==> src/rtl/clock_core_1224_if.sv <==
// ---------------------------------------------------------------------------
// clock_core_1224_if
// Bundles the timekeeping core's control inputs and display outputs so that
// the core and its surroundings share a single connection point.
//
// Signals
//   tick       1  one-cycle pulse, one per second
//   mode       1  hour format: 0 = 24-hour, 1 = 12-hour
//   adj_m      1  one-cycle pulse: increment minutes
//   adj_h      1  one-cycle pulse: increment hours
//   sec_bcd    8  seconds as two BCD digits (tens in [7:4])
//   min_bcd    8  minutes as two BCD digits
//   hr_bcd     8  hour as two BCD digits, formatted per mode
//   pm         1  afternoon flag, only meaningful in 12-hour mode
//   hr24       5  raw binary hour 0..23
//   day_pulse  1  one-cycle pulse when the day rolls over
//
// Modports
//   master  drives the control inputs, observes the outputs
//   slave   the core itself
// ---------------------------------------------------------------------------
interface clock_core_1224_if;

    logic       tick;
    logic       mode;
    logic       adj_m;
    logic       adj_h;
    logic [7:0] sec_bcd;
    logic [7:0] min_bcd;
    logic [7:0] hr_bcd;
    logic       pm;
    logic [4:0] hr24;
    logic       day_pulse;

    modport master (
        output tick,
        output mode,
        output adj_m,
        output adj_h,
        input  sec_bcd,
        input  min_bcd,
        input  hr_bcd,
        input  pm,
        input  hr24,
        input  day_pulse
    );

    modport slave (
        input  tick,
        input  mode,
        input  adj_m,
        input  adj_h,
        output sec_bcd,
        output min_bcd,
        output hr_bcd,
        output pm,
        output hr24,
        output day_pulse
    );

endinterface

==> src/rtl/clock_core_1224.sv <==
// ---------------------------------------------------------------------------
// clock_core_1224
// Timekeeping core of the digital clock. Keeps seconds, minutes and hours in
// 24-hour binary, applies minute/hour adjust pulses, and presents registered
// BCD digits for the seven-segment driver with the hour formatted in 12- or
// 24-hour style.
//
// Ports
//   clk   input   system clock, all state on the rising edge
//   rst   input   synchronous reset, active low
//   bus   slave   clock_core_1224_if: tick/mode/adj_m/adj_h in,
//                 sec_bcd/min_bcd/hr_bcd/pm/hr24/day_pulse out
//
// Build option
//   CLK_ADJ_SEC_CLEAR_EN  when defined, any adjust pulse also clears the
//                         seconds counter. Undefined by default, in which
//                         case adjusting leaves seconds untouched.
// ---------------------------------------------------------------------------
module clock_core_1224 (
    input  logic              clk,
    input  logic              rst,
    clock_core_1224_if.slave  bus
);

    // Binary time-of-day counters
    logic [5:0] sec;
    logic [5:0] min;
    logic [4:0] hour;

    logic [5:0] sec_nxt;
    logic [5:0] min_nxt;
    logic [4:0] hour_nxt;

    // Remembers that the last counter update was a full-day rollover, so the
    // pulse can line up with the formatted outputs showing 00:00:00.
    logic       roll_q;
    logic       roll_nxt;

    logic       adj_any;

    // Formatted values computed from the current counter state
    logic [4:0] disp_hour;
    logic       pm_nxt;

    // Binary 0..59 to two BCD digits. A compare chain keeps the tens digit
    // exact and avoids a general divider.
    function automatic logic [7:0] to_bcd(input logic [5:0] v);
        logic [3:0] tens;
        logic [3:0] units;
        if (v >= 6'd50) begin
            tens  = 4'd5;
            units = 4'(v - 6'd50);
        end else if (v >= 6'd40) begin
            tens  = 4'd4;
            units = 4'(v - 6'd40);
        end else if (v >= 6'd30) begin
            tens  = 4'd3;
            units = 4'(v - 6'd30);
        end else if (v >= 6'd20) begin
            tens  = 4'd2;
            units = 4'(v - 6'd20);
        end else if (v >= 6'd10) begin
            tens  = 4'd1;
            units = 4'(v - 6'd10);
        end else begin
            tens  = 4'd0;
            units = v[3:0];
        end
        return {tens, units};
    endfunction

    // Counter next-state. Adjust pulses take priority and swallow any tick in
    // the same cycle; the tick is dropped, not held over.
    always_comb begin
        sec_nxt  = sec;
        min_nxt  = min;
        hour_nxt = hour;
        roll_nxt = 1'b0;
        adj_any  = bus.adj_m | bus.adj_h;

        if (adj_any) begin
            if (bus.adj_m) begin
                min_nxt = (min == 6'd59) ? 6'd0 : min + 6'd1;
            end
            if (bus.adj_h) begin
                hour_nxt = (hour == 5'd23) ? 5'd0 : hour + 5'd1;
            end
`ifdef CLK_ADJ_SEC_CLEAR_EN
            sec_nxt = 6'd0;
`else
            sec_nxt = sec;
`endif
        end else if (bus.tick) begin
            if (sec == 6'd59) begin
                sec_nxt = 6'd0;
                if (min == 6'd59) begin
                    min_nxt = 6'd0;
                    if (hour == 5'd23) begin
                        hour_nxt = 5'd0;
                        roll_nxt = 1'b1;
                    end else begin
                        hour_nxt = hour + 5'd1;
                    end
                end else begin
                    min_nxt = min + 6'd1;
                end
            end else begin
                sec_nxt = sec + 6'd1;
            end
        end
    end

    // Hour formatting. In 12-hour mode midnight and noon both read 12.
    always_comb begin
        disp_hour = hour;
        pm_nxt    = 1'b0;
        if (bus.mode) begin
            if (hour == 5'd0) begin
                disp_hour = 5'd12;
            end else if (hour > 5'd12) begin
                disp_hour = hour - 5'd12;
            end else begin
                disp_hour = hour;
            end
            pm_nxt = (hour >= 5'd12);
        end
    end

    always_ff @(posedge clk) begin
        if (!rst) begin
            sec    <= 6'd0;
            min    <= 6'd0;
            hour   <= 5'd0;
            roll_q <= 1'b0;
        end else begin
            sec    <= sec_nxt;
            min    <= min_nxt;
            hour   <= hour_nxt;
            roll_q <= roll_nxt;
        end
    end

    // Output registers trail the counters by one edge and pick up the mode
    // present at that edge, so a mode change shows on the next cycle.
    always_ff @(posedge clk) begin
        if (!rst) begin
            bus.sec_bcd   <= 8'h00;
            bus.min_bcd   <= 8'h00;
            bus.hr_bcd    <= 8'h00;
            bus.pm        <= 1'b0;
            bus.hr24      <= 5'd0;
            bus.day_pulse <= 1'b0;
        end else begin
            bus.sec_bcd   <= to_bcd(sec);
            bus.min_bcd   <= to_bcd(min);
            bus.hr_bcd    <= to_bcd({1'b0, disp_hour});
            bus.pm        <= pm_nxt;
            bus.hr24      <= hour;
            bus.day_pulse <= roll_q;
        end
    end

endmodule

==> src/flat_wrapper.sv <==
// flat-port wrapper written by rule: the top's interface ports become plain ports
module clock_core_1224_flat 
  (clk, rst, bus_tick, bus_mode, bus_adj_m, bus_adj_h, bus_sec_bcd, bus_min_bcd, bus_hr_bcd, bus_pm, bus_hr24, bus_day_pulse);
  clock_core_1224_if bus_i ();
  input  logic clk;
  input  logic rst;
  input wire logic [$bits(bus_i.tick)-1:0] bus_tick;
  input wire logic [$bits(bus_i.mode)-1:0] bus_mode;
  input wire logic [$bits(bus_i.adj_m)-1:0] bus_adj_m;
  input wire logic [$bits(bus_i.adj_h)-1:0] bus_adj_h;
  output wire logic [$bits(bus_i.sec_bcd)-1:0] bus_sec_bcd;
  output wire logic [$bits(bus_i.min_bcd)-1:0] bus_min_bcd;
  output wire logic [$bits(bus_i.hr_bcd)-1:0] bus_hr_bcd;
  output wire logic [$bits(bus_i.pm)-1:0] bus_pm;
  output wire logic [$bits(bus_i.hr24)-1:0] bus_hr24;
  output wire logic [$bits(bus_i.day_pulse)-1:0] bus_day_pulse;
  assign bus_i.tick = bus_tick;
  assign bus_i.mode = bus_mode;
  assign bus_i.adj_m = bus_adj_m;
  assign bus_i.adj_h = bus_adj_h;
  assign bus_sec_bcd = bus_i.sec_bcd;
  assign bus_min_bcd = bus_i.min_bcd;
  assign bus_hr_bcd = bus_i.hr_bcd;
  assign bus_pm = bus_i.pm;
  assign bus_hr24 = bus_i.hr24;
  assign bus_day_pulse = bus_i.day_pulse;
  clock_core_1224 u_core (.clk(clk), .rst(rst), .bus(bus_i));
endmodule
==> config.mk <==
export PLATFORM = sky130hd
export DESIGN_NAME = clock_core_1224_flat
export DESIGN_NICKNAME = d
export VERILOG_FILES = /design/src/rtl/clock_core_1224_if.sv /design/src/rtl/clock_core_1224.sv /design/src/flat_wrapper.sv
export SDC_FILE = /design/constraint.sdc
export NUM_CORES = 1
export LEC_CHECK = 0
export ABC_AREA = 1
export BUFFER_PORTS_ARGS = -buffer_cell sky130_fd_sc_hd__buf_2
export CAP_MARGIN = 10
export CELL_PAD_IN_SITES_DETAIL_PLACEMENT = 2
export CELL_PAD_IN_SITES_GLOBAL_PLACEMENT = 2
export CORE_AREA = 2 2 94 96
export DETAILED_ROUTE_END_ITERATION = 8
export DIE_AREA = 0 0 96 98
export PLACE_DENSITY_LB_ADDON = 0.1
export REMOVE_ABC_BUFFERS = 1
export SLEW_MARGIN = 10
export SYNTH_ARGS = -nofsm -noshare
export SYNTH_HDL_FRONTEND = slang
export SYNTH_SLANG_ARGS = --single-unit
export TNS_END_PERCENT = 100
==> constraint.sdc <==
create_clock -name clk -period 2.72 [get_ports clk]
set_input_delay 0.272 -clock clk [delete_from_list [all_inputs] [get_ports clk]]
set_output_delay 0.272 -clock clk [all_outputs]
set_load 0.05 [all_outputs]
==> impl_summary.md, run 1 <==
Outcome
The flow ran to the end, and the final reports show no timing, DRC or antenna violations.

Clock network
Clock tree synthesis selected as its root buffer the cell sky130_fd_sc_hd__clkbuf_8. The number of clock sinks is 45. The clock edge transition at the registers on the reported setup and hold paths is 0.09 ns.

The clock tree from TritonCTS is yes. The maximum clock path buffer count is 2. After clock tree synthesis, the repair step resized 0 gates. The H-tree level count is 2. The number of hold buffers added after CTS is 0. The source-to-sink clock delay at the later pin of the worst-skew pair is 0.30 ns. The number of buffers added for setup after CTS is 0. The TritonCTS buffer count is 5.

GRT
The number of antenna violations at the first check in global routing came to 0. The first global-routing pass estimated 12500 um of wire. For this run the aggregate overflow at the end of global routing stands at 0. Entering global routing, the biggest net connects 21 pins.

The overall track demand over capacity in global routing is 16.5%. The number of global-route vias before repair came to 2626.

Routing
The routed layout has 2413 vias. The average wire per standard cell is 14.1 um. Using the TritonRoute via totals, the vias-per-cell ratio works out to 4.79. The detailed-route DRC error count is 0. The met2 wire length is 3400 um. The count of antenna-violating nets left after detailed routing is 0.

The highest layer touched by signal routing is met4. The routed metal-1 wire length is 3520 um. The final layout contains routed wiring with a total length of 7120 um. For this run, the detailed router's first-pass iteration total came to 4. For this block, the initial DRC count from the detailed router was 30.

In the detailed route, the total length drawn on met3 is 149 um.

Placed design
At the end of routability-driven placement, the weighted congestion stood at 0.837. The area after detailed placement is 2940 um2. The count of input and output buffers is 32. The cell count after placement is 497.

The post-detailed-placement half-perimeter wirelength is 5610 um. At the placement stage, the worst setup path has a slack of 0.414 ns.

Layout
Of the cells placed in the final design, the portion with a size suffix greater than 1 is 16.7%. The count of non-filler cells in the finished layout is 504. Relative to the synthesized area, the layout overhead comes to 13.6%. The antenna diode instance count is 0.

The layout net count is 431. The post-route standard cell area excluding fillers is 3050 um2.

Synthesis
The most repeated cell in the gate-level netlist after synthesis is sky130_fd_sc_hd__nand2_1. Dividing the synthesized area by the synthesized cell count gives 7.43 um2. By count the netlist is led by sky130_fd_sc_hd__nand2_1 (54), sky130_fd_sc_hd__inv_1 (50), sky130_fd_sc_hd__dfxtp_1 (45), sky130_fd_sc_hd__nor2_1 (42), sky130_fd_sc_hd__ha_1 (29). Among all flip-flop cells after synthesis, the most frequent one is sky130_fd_sc_hd__dfxtp_1. The async set-or-reset flop fraction in the synthesized netlist is 0%. During synthesis, Yosys emitted a total of 0 warnings. In this run, synthesis inferred 0 flip-flops with an integrated enable. Summed over its instances, the top area cell type makes up 33.6% of the synthesized netlist area. The most area-hungry cell type in the Yosys netlist is sky130_fd_sc_hd__dfxtp_1. The part of the Yosys area used for sequential elements is 33.6%. The flop and latch count out of synthesis is 45. After synthesis, the cell types taking the most area are sky130_fd_sc_hd__dfxtp_1 (34%), sky130_fd_sc_hd__ha_1 (14%), sky130_fd_sc_hd__nand2_1 (7.6%). Synthesis handed over a netlist of 361 instances. Synthesis instantiated 33 different standard cells from the library. The mapped netlist covers 2680 um2.

Critical path
In this run the worst path has a maximum fanout of 7. The slowest stage of the critical path belongs to the cell sky130_fd_sc_hd__dfxtp_1. In this design, the stage delay of the slowest critical-path cell is 0.48 ns. The kind of end point of the critical path is a flop. The kind of critical path is flop to flop. In this design, the critical path's most frequently occurring cell is sky130_fd_sc_hd__inv_1.

Data on the critical path arrives at its endpoint at 2.53 ns. The required arrival time at the worst endpoint is 2.95 ns. The critical path goes through inv_1 > ha_1 > nand4_1 > inv_1 > nor2_1 > inv_1 > ha_1 > inv_1 > nand2_1 > nand2_2 > nand2_1 > nand3_1 > nand2_1 > a21oi_2. The type of origin of the critical path is a flop. The length in cells of the worst reg-to-reg path is 14.

STA
The setup slack after layout is 0.423 ns. The maximum clock frequency is 435 MHz. Setup repair after global routing left no endpoint under its margin. The worst pin sits at a relative slew slack of 64.5%.

The number of hold-slack violations in the final timing report is 0. Of the available clock period, the critical path in the final layout requires 84.4%. Setup total negative slack on the finished layout was measured at 0 ns. The max-slew violation count was 0. Setup violations remaining at the end of the flow were counted as 0. For the pin with the worst max-slew slack, the measured transition is 0.532 ns. Clock skew on the completed layout was measured at 0.00535 ns.

Counting I/O delays and the setup requirement, the final critical path takes 2.30 ns.

Floorplanning
The site row count is 34. The die covers 9410 um2. The vertical extent of the die is 98 um. The initial utilization of the core area, before any placement, comes to 31.7%. The I/O pin total is 37.

Measured along the x axis, the die boundary spans 96 um. In this run the standard cell core region covers 8470 um2.

Power and ir drop
The leakage power total is 1.47 nW. The design draws 0.00144 W. The maximum vdd drop is 0.000279 V. The power density normalized to cell area is 473 nW/um2.

Run
The reported max-cap violation count is 0.

Worst hold path
The min-delay analysis places its worst path in the category primary input to flop. The worst hold path passes through 3 cells.
## through the flow
step                utilization, %  hold WS (ns)
floorplan                        -         0.365
global placement              34.8         0.430
detailed placement            34.8         0.432
CTS                           36.0         0.270
global route                  36.0         0.311
finish                        36.0         0.288
## cell type report
cell class	instances	area, um2
Clock buffer	5	68.8
Sequential cell	45	901
Timing Repair Buffer	35	183
Inverter	54	203
Fill cell	1041	5420
Multi-Input combinational cell	255	1520
Tap cell	108	135
Clock inverter	2	35.0
## path summary, 6_finish.rpt
| check | start | slack, ns | to |
|---|---|---|---|
| max | u_core.hour[2] | 0.42 | u_core.bus.hr_bcd[2] |
| min | bus_mode | 0.29 | u_core.bus.pm |
| max reg2reg | u_core.hour[2] | 0.42 | u_core.bus.hr_bcd[2] |
| min reg2reg | u_core.roll_q | 0.44 | u_core.bus.day_pulse |
## where the power goes
part           internal [W]  leakage, nW  switching, W  total (W)
combinational     0.0000673         1.05      0.000172   0.000240
sequential         0.000680        0.366     0.0000189   0.000699
clock              0.000268       0.0540      0.000236   0.000504
total               0.00101         1.47      0.000428    0.00144
## flip-flops by register name (all words and copies together) (netlist names)
register and count:
u_core.min 6, u_core.bus.pm 1, u_core.bus.hr_bcd 6, u_core.bus.min_bcd 7, u_core.bus.hr24 5, u_core.roll_q 1
u_core.bus.sec_bcd 7, u_core.sec 6, u_core.hour 5, u_core.bus.day_pulse 1
## layout by cell type (no fill, tap or decap), drive strengths merged
master  count
a211oi      2
ha         29
nor3       12
a21oi      17
xnor2       2
xor2        5
buf        35
nor3b       3
o21ai      25
clkbuf      5
clkinv      1
or2         3
bufinv      1
nor2       44
dfxtp      45
nand2      62
nand3      29
a31oi       7
o221ai      1
nand4       6
inv        54
o211ai      4
conb        4
## worst max-delay path, delay by kind of cell, from the launching register on
kind,cells,cell delay (ns)
AO/OA/AOI/OAI,1,0.11
buffers and inverters,4,0.46
AND/OR/NAND/NOR,7,0.75
flip-flops,1,0.48
adder cells (fa/ha/maj),2,0.43
## cell families after synthesis
kind of cell | Yosys count | synth area share [%]
AOI/OAI and AO/OA | 56 | 12.1
xor gates and xnor gates | 7 | 2.28
adders and majority gates | 29 | 13.5
buffers and inverters | 64 | 10.1
DFF | 45 | 33.6
other | 1 | 0.140
and+or+nand+nor | 159 | 28.3
## metal layers
| metal | vias up | GRT usage (%) |
|---|---|---|
| li1 | 1232 | - |
| met1 | 1153 | 21.5 |
| met2 | 23 | 28.4 |
| met3 | 5 | 2.31 |
| met4 | 0 | 3.96 |
| met5 | - | 0 |
Power figures use the tool's default switching activity.
==> run 2: changes to the inputs <==
- CORE_AREA: 2 2 94 96 -> 2 2 98 100
- DIE_AREA: 0 0 96 98 -> 0 0 100 102
- clock period: 2.72 -> 1.9 ns (I/O delays scaled with it)
==> run 2 against run 1 <==
Effect of this change: the flow now finishes with violations (negative setup slack); largest power group unchanged; sequential share of layout area shrank 4.6 points; die area is 8.4% higher; sequential power rose by 42%; global-route usage increased by 0.77 points; sequential cell count unchanged.
==> impl_summary.md, run 2 (synthesis gave the netlist of run 1 again) <==
Outcome
The checks that failed: negative setup slack. The run finished, with violations left.

Clock network
The buffer type at the clock tree root is sky130_fd_sc_hd__clkbuf_8. The clock tree from TritonCTS is yes. The number of clock sinks is 45 (unchanged). The H-tree level count is 2 (unchanged).

The maximum clock path buffer count was 2 (unchanged). The clock edge transition at the registers on the reported setup and hold paths is 0.10 ns (about the same). The TritonCTS buffer count is 5 (unchanged).

The source-to-sink clock delay at the later pin of the worst-skew pair was 0.30 ns (about the same).

Critical path
The critical path ends at u_core.bus.hr_bcd[2]. The worst register-to-register path ends at u_core.bus.hr_bcd[2]. In this run the critical register-to-register path is launched from u_core.hour[1]. The required arrival time at the worst endpoint is 2.14 ns (-0.81 ns). The worst stage delay on the critical path came to 0.34 ns (-0.14 ns). The number of cells on the critical path is 16 (+2). Walking the worst path, the cells encountered are inv_2 > ha_4 > nand3_4 > nand3_2 > nand2_4 > nand2_2 > nor2_4 > ha_4 > nand4_1 > nand2_1 > inv_2 > nand2_4 > nand2_2 > nand3_2 > nand2_2 > a21oi_2. The maximum fanout along the worst path is 3 (-4). The worst reg-to-reg setup slack came to -0.04 ns (-0.47 ns). Among all stages on the critical path, the largest delay is contributed by sky130_fd_sc_hd__dfxtp_2. The cell seen most often among critical-path stages is sky130_fd_sc_hd__nand2_2. Among cell families on the critical path, the largest total delay comes from simple AND/OR/NAND/NOR gates.

The type of origin of the critical path is a flop. The length in cells of the worst reg-to-reg path is 16 (+2). The kind of end point of the critical path is a flop. The endpoint arrival time on the critical path was 2.18 ns (-0.35 ns). The worst setup path is of the flop to flop kind. The combined buffer and inverter count along the critical path is 2 (-2). The critical path startpoint is u_core.hour[1].

Routing
The initial detailed-routing violation count is 25 (-17%). The ratio of routed vias to standard cells is 4.72 (-1.4%). The routed wire length is 8670 um (+22%). The length of the first detailed-routing pass in iterations is 4 (unchanged). The count of antenna-violating nets left after detailed routing is 0 (unchanged).

The detailed-route DRC error count is 0 (unchanged). The average wire per standard cell is 15.5 um (+9.5%). The vias after detailed routing came to 2644 (+9.6%).

Layout
The top cell types in the final layout, fill and taps aside, are sky130_fd_sc_hd__buf_4 (53), sky130_fd_sc_hd__nand2_1 (48), sky130_fd_sc_hd__inv_1 (41). The area taken by flip-flops and latches was 915 um2 (+1.5%). The utilization after layout was 40.2% (+4.2 points). The layout overhead on the synthesized area is 36.3%. The count of filler cells inserted in the layout was 1103 (+6.0%). The layout net count was 483 (+12%). The most common cell after layout, fill and taps aside is sky130_fd_sc_hd__buf_4.

The antenna diode instance count is 0 (unchanged). The area taken by multi-input logic gates is 1700 um2 (+12%). In the final layout, the registers with the most flip-flops are u_core.bus.min_bcd x7, u_core.bus.sec_bcd x7. The fraction of final layout cells sized beyond drive strength 1 is 36.7% (+20 points). The count of non-filler cells in the finished layout was 560 (+11%).

Power and ir drop
The power density normalized to cell area is 612 nW/um2 (+29%). The maximum vdd drop came to 0.000339 V (+22%). The leakage power total is 1.75 nW (+19%).

Placed design
The cell count after placement is 541 (+8.9%). The final weighted congestion of routability-driven global placement is 0.748 (-11%). The count of input and output buffers came to 32 (unchanged). The post-detailed-placement half-perimeter wirelength came to 6510 um (+16%).

The worst-case setup slack after placement is -0.124 ns (-0.538 ns).

Floorplanning
The site row count is 35 (+2.9%). The I/O pin total is 37 (unchanged). The area of the placeable core is 9110 um2 (+7.6%).

The total die area is 10200 um2 (+8.4%). The effective utilization at floorplan is 29.5% (-2.2 points). The vertical extent of the die is 102 um (+4.1%). The width of the chip is 100 um (+4.2%).

STA
Setup repair after global routing could not meet its margin everywhere. The final setup TNS came to -0.0957 ns (-0.0957 ns). The total setup violations reported at the end of the flow is 3 (+3).

The number of hold-slack violations in the final timing report came to 0 (unchanged). The max-slew violation count came to 0 (unchanged). The maximum clock frequency is 514 MHz (+18%). The clock tree skew after final layout is 0.0102 ns (+0.00482 ns). The setup slack after layout came to -0.0443 ns (-0.467 ns).

The minimum period implied by the final worst setup slack came to 1.94 ns (-0.353 ns). The share of the cycle needed by the critical path after routing is 102% (+18 points).

GRT
The met3 capacity usage during global routing was 2.46% (+0.15 points). The wire length of the first global-routing pass is 14100 um (+13%). The remaining global-route overflow is 0 (unchanged).

The number of antenna violations at the first check in global routing is 0 (unchanged). The overall track demand over capacity in global routing is 17.3% (+0.77 points). After global routing, the most crowded layer is met2.

The met1 capacity usage during global routing is 21.0% (-0.56 points). The number of global-route vias before repair is 2863 (+9.0%). The global routing usage on met2 is 32.0% (+3.6 points). The largest net degree at the start of global routing is 21 (unchanged).

Run
The reported max-cap violation count was 0 (unchanged).

Worst hold path
The type of the most critical hold path is primary input to flop.
-- run 2: cell count changes in the layout (fill, tap and decap cells not counted), moves of 5 or more --
cell | previous run | this run
sky130_fd_sc_hd__buf_4 | 3 | 53
sky130_fd_sc_hd__dfxtp_1 | 45 | 38
sky130_fd_sc_hd__dfxtp_2 | 0 | 5
sky130_fd_sc_hd__ha_1 | 29 | 21
sky130_fd_sc_hd__ha_4 | 0 | 5
sky130_fd_sc_hd__inv_1 | 50 | 41
sky130_fd_sc_hd__inv_2 | 4 | 13
sky130_fd_sc_hd__nand2_1 | 54 | 48
sky130_fd_sc_hd__nand3_1 | 24 | 18
sky130_fd_sc_hd__nand3_2 | 4 | 9
-- run 2: final cells by class --
type                            count  area share [%]
Clock buffer                        6            2.26
Clock inverter                      2            1.03
Inverter                           54            5.54
Multi-Input combinational cell    255            46.5
Sequential cell                    45            25.0
Tap cell                          111            3.80
Timing Repair Buffer               87            15.9
-- run 2: report_power, final --
| part | switching [W] | total (W) | internal (W) |
|---|---|---|---|
| sequential | 0.0000206 | 0.000993 | 0.000972 |
| combinational | 0.000303 | 0.000467 | 0.000165 |
| clock | 0.000350 | 0.000778 | 0.000428 |
-- run 2: routing by layer --
layer / wire length, um / vias to the layer above
met2: 4360 / 30
li1: - / 1329
met5: 0 / -
met4: 148 / 0
met3: 144 / 14
met1: 4010 / 1271
-- run 2: worst min path at each step --
stage                   from                   end  slack, ns  depth (start not counted)
2_1_floorplan            rst  u_core.bus.day_pulse       0.28                          2
3_3_place_gp   u_core.roll_q  u_core.bus.day_pulse       0.44                          2
3_5_place_dp   u_core.roll_q  u_core.bus.day_pulse       0.45                          2
4_1_cts             bus_mode         u_core.bus.pm       0.21                          3
5_1_grt             bus_mode         u_core.bus.pm       0.23                          3
6_report            bus_mode         u_core.bus.pm       0.22                          3
-- run 2: tightest hold or removal path, cell delays in order --
cell	delay, ns
sky130_fd_sc_hd__buf_2	0.16
sky130_fd_sc_hd__nand3_1	0.10
sky130_fd_sc_hd__inv_1	0.04
-- run 2: through the flow --
step	power [W]	hold slack [ns]	instance area, um2
after floorplan	0.00127	0.283	2630
after global placement	0.00141	0.437	3260
after detailed placement	0.00142	0.449	3260
after CTS	0.00223	0.206	3430
after global routing	0.00238	0.229	3660
final	0.00224	0.222	3660
-- run 2: timing repair --
action | CTS | global route
gates resized for setup | 17 | 45
hold buffers | 0 | 0
setup buffers | 2 | 9
setup endpoints to repair | 4 | 17
cloned | 0 | 0
pin swaps | 1 | 23
==> run 3: changes to the inputs <==
- CORE_AREA: 2 2 98 100 -> 2 2 137 72
- DIE_AREA: 0 0 100 102 -> 0 0 139 74
==> run 3 against run 2 <==
Effect of this change: the run still ends with negative setup slack left; cell count is 2.9% higher; utilization is 0.81 points higher; critical path depth is 1 lower; clock power is 39% higher; first-iteration DRC count grew to 3.0 times the previous value; global-route usage is 2.4 points higher; clock skew is 0.0019 ns lower; count of clock-buffer cells in the layout stayed put; combinational power is 3% higher; final area is 2.3% higher; via count is 1.6% higher.
==> impl_summary.md, run 3 (synthesis gave the netlist of run 1 again) <==
Critical path
The required arrival time at the worst endpoint was 2.13 ns (about the same). The type of origin of the critical path is a flop. The kind of critical path is flop to flop. The maximum fanout along the worst path was 4 (+1). The kind of end point of the critical path is a flop. The length in cells of the worst reg-to-reg path was 15 (-1). The endpoint arrival time on the critical path is 2.21 ns (+0.03 ns).

Outcome
The checks that failed: negative setup slack. The flow ran to the end, but the final reports show violations.

Layout
The largest registers in the layout are u_core.bus.min_bcd x7, u_core.bus.sec_bcd x7. The post-route standard cell area excluding fillers was 3740 um2 (+2.3%). The antenna diode instance count came to 0 (unchanged). The layout overhead on the synthesized area is 39.4%. The top cell types in the final layout, fill and taps aside, are sky130_fd_sc_hd__buf_4 (60), sky130_fd_sc_hd__nand2_1 (47), sky130_fd_sc_hd__inv_1 (42). The fraction of final layout cells sized beyond drive strength 1 is 37.8% (+1.1 points). The layout net count was 489 (+1.2%). Leaving out fill and tap cells, the most frequent cell in the layout is sky130_fd_sc_hd__buf_4.

Placed design
The count of input and output buffers is 32 (unchanged). The final weighted congestion of routability-driven global placement was 0.756 (+1.1%). The worst-case setup slack after placement is -0.203 ns (-0.0787 ns).

The post-detailed-placement half-perimeter wirelength came to 7400 um (+14%). The area after detailed placement came to 3280 um2 (+0.61%).

GRT
The largest net degree at the start of global routing is 15 (-29%). The wire length of the first global-routing pass came to 15700 um (+11%). The number of global-route vias before repair came to 2877 (+0.49%).

The overall track demand over capacity in global routing came to 19.7% (+2.4 points). The number of antenna violations at the first check in global routing is 0 (unchanged). The remaining global-route overflow was 0 (unchanged).

STA
Setup repair after global routing could not meet its margin everywhere. The total setup violations reported at the end of the flow is 3 (unchanged). The share of the cycle needed by the critical path after routing came to 104% (+1.9 points). The setup slack after layout came to -0.0809 ns (-0.0366 ns). The maximum clock frequency is 505 MHz (-1.8%). The minimum period implied by the final worst setup slack is 1.98 ns (+0.0366 ns). The number of hold-slack violations in the final timing report is 0 (unchanged).

The clock tree skew after final layout is 0.00823 ns (-0.00195 ns). The final hold slack was 0.214 ns (-0.00782 ns). The max-slew violation count was 0 (unchanged).

Power and ir drop
The leakage power total came to 1.79 nW (+2.2%). The power density normalized to cell area was 684 nW/um2 (+12%). The maximum vdd drop is 0.000401 V (+18%).

Routing
The vias after detailed routing is 2685 (+1.6%). The initial detailed-routing violation count is 75 (+200%). The count of antenna-violating nets left after detailed routing came to 0 (unchanged). The detailed-route DRC error count is 0 (unchanged).

The average wire per standard cell came to 17.2 um (+11%). The routed wire length was 9920 um (+14%). The length of the first detailed-routing pass in iterations is 4 (unchanged).

The ratio of routed vias to standard cells came to 4.66 (-1.3%).

Run
The reported max-cap violation count is 0 (unchanged).

Clock network
The TritonCTS buffer count is 5 (unchanged). The source-to-sink clock delay at the later pin of the worst-skew pair is 0.30 ns (about the same). The cell sitting at the root of the clock tree is a sky130_fd_sc_hd__clkbuf_16. The maximum clock path buffer count is 2 (unchanged). The number of clock sinks is 45 (unchanged). The clock edge transition at the registers on the reported setup and hold paths is 0.07 ns (-0.03 ns).

The number of hold buffers added after CTS is 0 (unchanged). TritonCTS built the clock tree. The H-tree level count is 2 (unchanged).

Floorplanning
The width of the chip is 139 um (+39%). The total die area came to 10300 um2 (+0.84%). The I/O pin total is 37 (unchanged). The vertical extent of the die is 74 um (-27%). The effective utilization at floorplan was 29.4% (-0.081 points). The area of the placeable core was 9130 um2 (+0.27%). The site row count is 25 (-29%).

Worst hold path
The type of the most critical hold path is primary input to flop. The number of cells traversed by the worst hold path was 3 (unchanged).
## run 3: timing repair
action	CTS	global route
pin swaps	7	19
hold endpoints to repair	0	0
resized for setup	31	31
setup endpoints to repair	11	20
buffers inserted	7	9
## run 3: area by class of cell
class | count | area (um2)
clock inverter | 2 | 37.5
multi-input combinational | 255 | 1670
clock buffer | 6 | 139
inverter | 54 | 203
sequential | 45 | 917
timing repair buffer | 93 | 622
fill | 1081 | 5390
tap | 121 | 151
## run 3: stage by stage
| step | util [%] | total power [W] | TNS (ns) | cells |
|---|---|---|---|---|
| after global placement | 35.9 | 0.00142 | -0.0610 | 552 |
| final | 41.0 | 0.00256 | -0.180 | 576 |
| after global routing | 41.0 | 0.00268 | -0.702 | 576 |
| after CTS | 39.3 | 0.00255 | 0 | 567 |
| after detailed placement | 35.9 | 0.00144 | -0.619 | 552 |
| after floorplan | - | 0.00127 | -0.209 | 354 |
## run 3: critical path, stage by stage (launching register included)
cell and delay (ns):
sky130_fd_sc_hd__dfxtp_2 0.32, sky130_fd_sc_hd__inv_2 0.08, sky130_fd_sc_hd__ha_4 0.17, sky130_fd_sc_hd__nand3_4 0.11, sky130_fd_sc_hd__nand4_1 0.19, sky130_fd_sc_hd__nand2_2 0.11, sky130_fd_sc_hd__nor2_4 0.12, sky130_fd_sc_hd__ha_2 0.17
sky130_fd_sc_hd__nand4_1 0.09, sky130_fd_sc_hd__nand2_1 0.10, sky130_fd_sc_hd__inv_2 0.07, sky130_fd_sc_hd__nand2_4 0.09, sky130_fd_sc_hd__nand2_2 0.05, sky130_fd_sc_hd__nand3_2 0.07, sky130_fd_sc_hd__nand2_2 0.05, sky130_fd_sc_hd__a21oi_2 0.12
## run 3: layer usage
layer	up-vias	part of all wire, %	GRT usage, %	wire length, um
met5	-	0	0	0
met4	0	0.65	3.37	64
met3	4	2.4	3.93	243
met2	32	44	32.0	4410
met1	1301	52	27.8	5210
li1	1348	-	-	-
## run 3: final timing paths
| path | to | from | slack (ns) |
|---|---|---|---|
| worst max-delay path | u_core.bus.hr_bcd[2] | u_core.hour[0] | -0.08 |
| worst min-delay path | u_core.min[1] | bus_adj_m | 0.21 |
| worst max register to register | u_core.bus.hr_bcd[2] | u_core.hour[0] | -0.08 |
| worst min register to register | u_core.bus.day_pulse | u_core.roll_q | 0.45 |
## run 3: where the power goes
group | internal, W | leakage [nW] | switching, W
Sequential | 0.000973 | 0.370 | 0.0000223
Combinational | 0.000172 | 1.34 | 0.000309
Clock | 0.000658 | 0.0831 | 0.000424
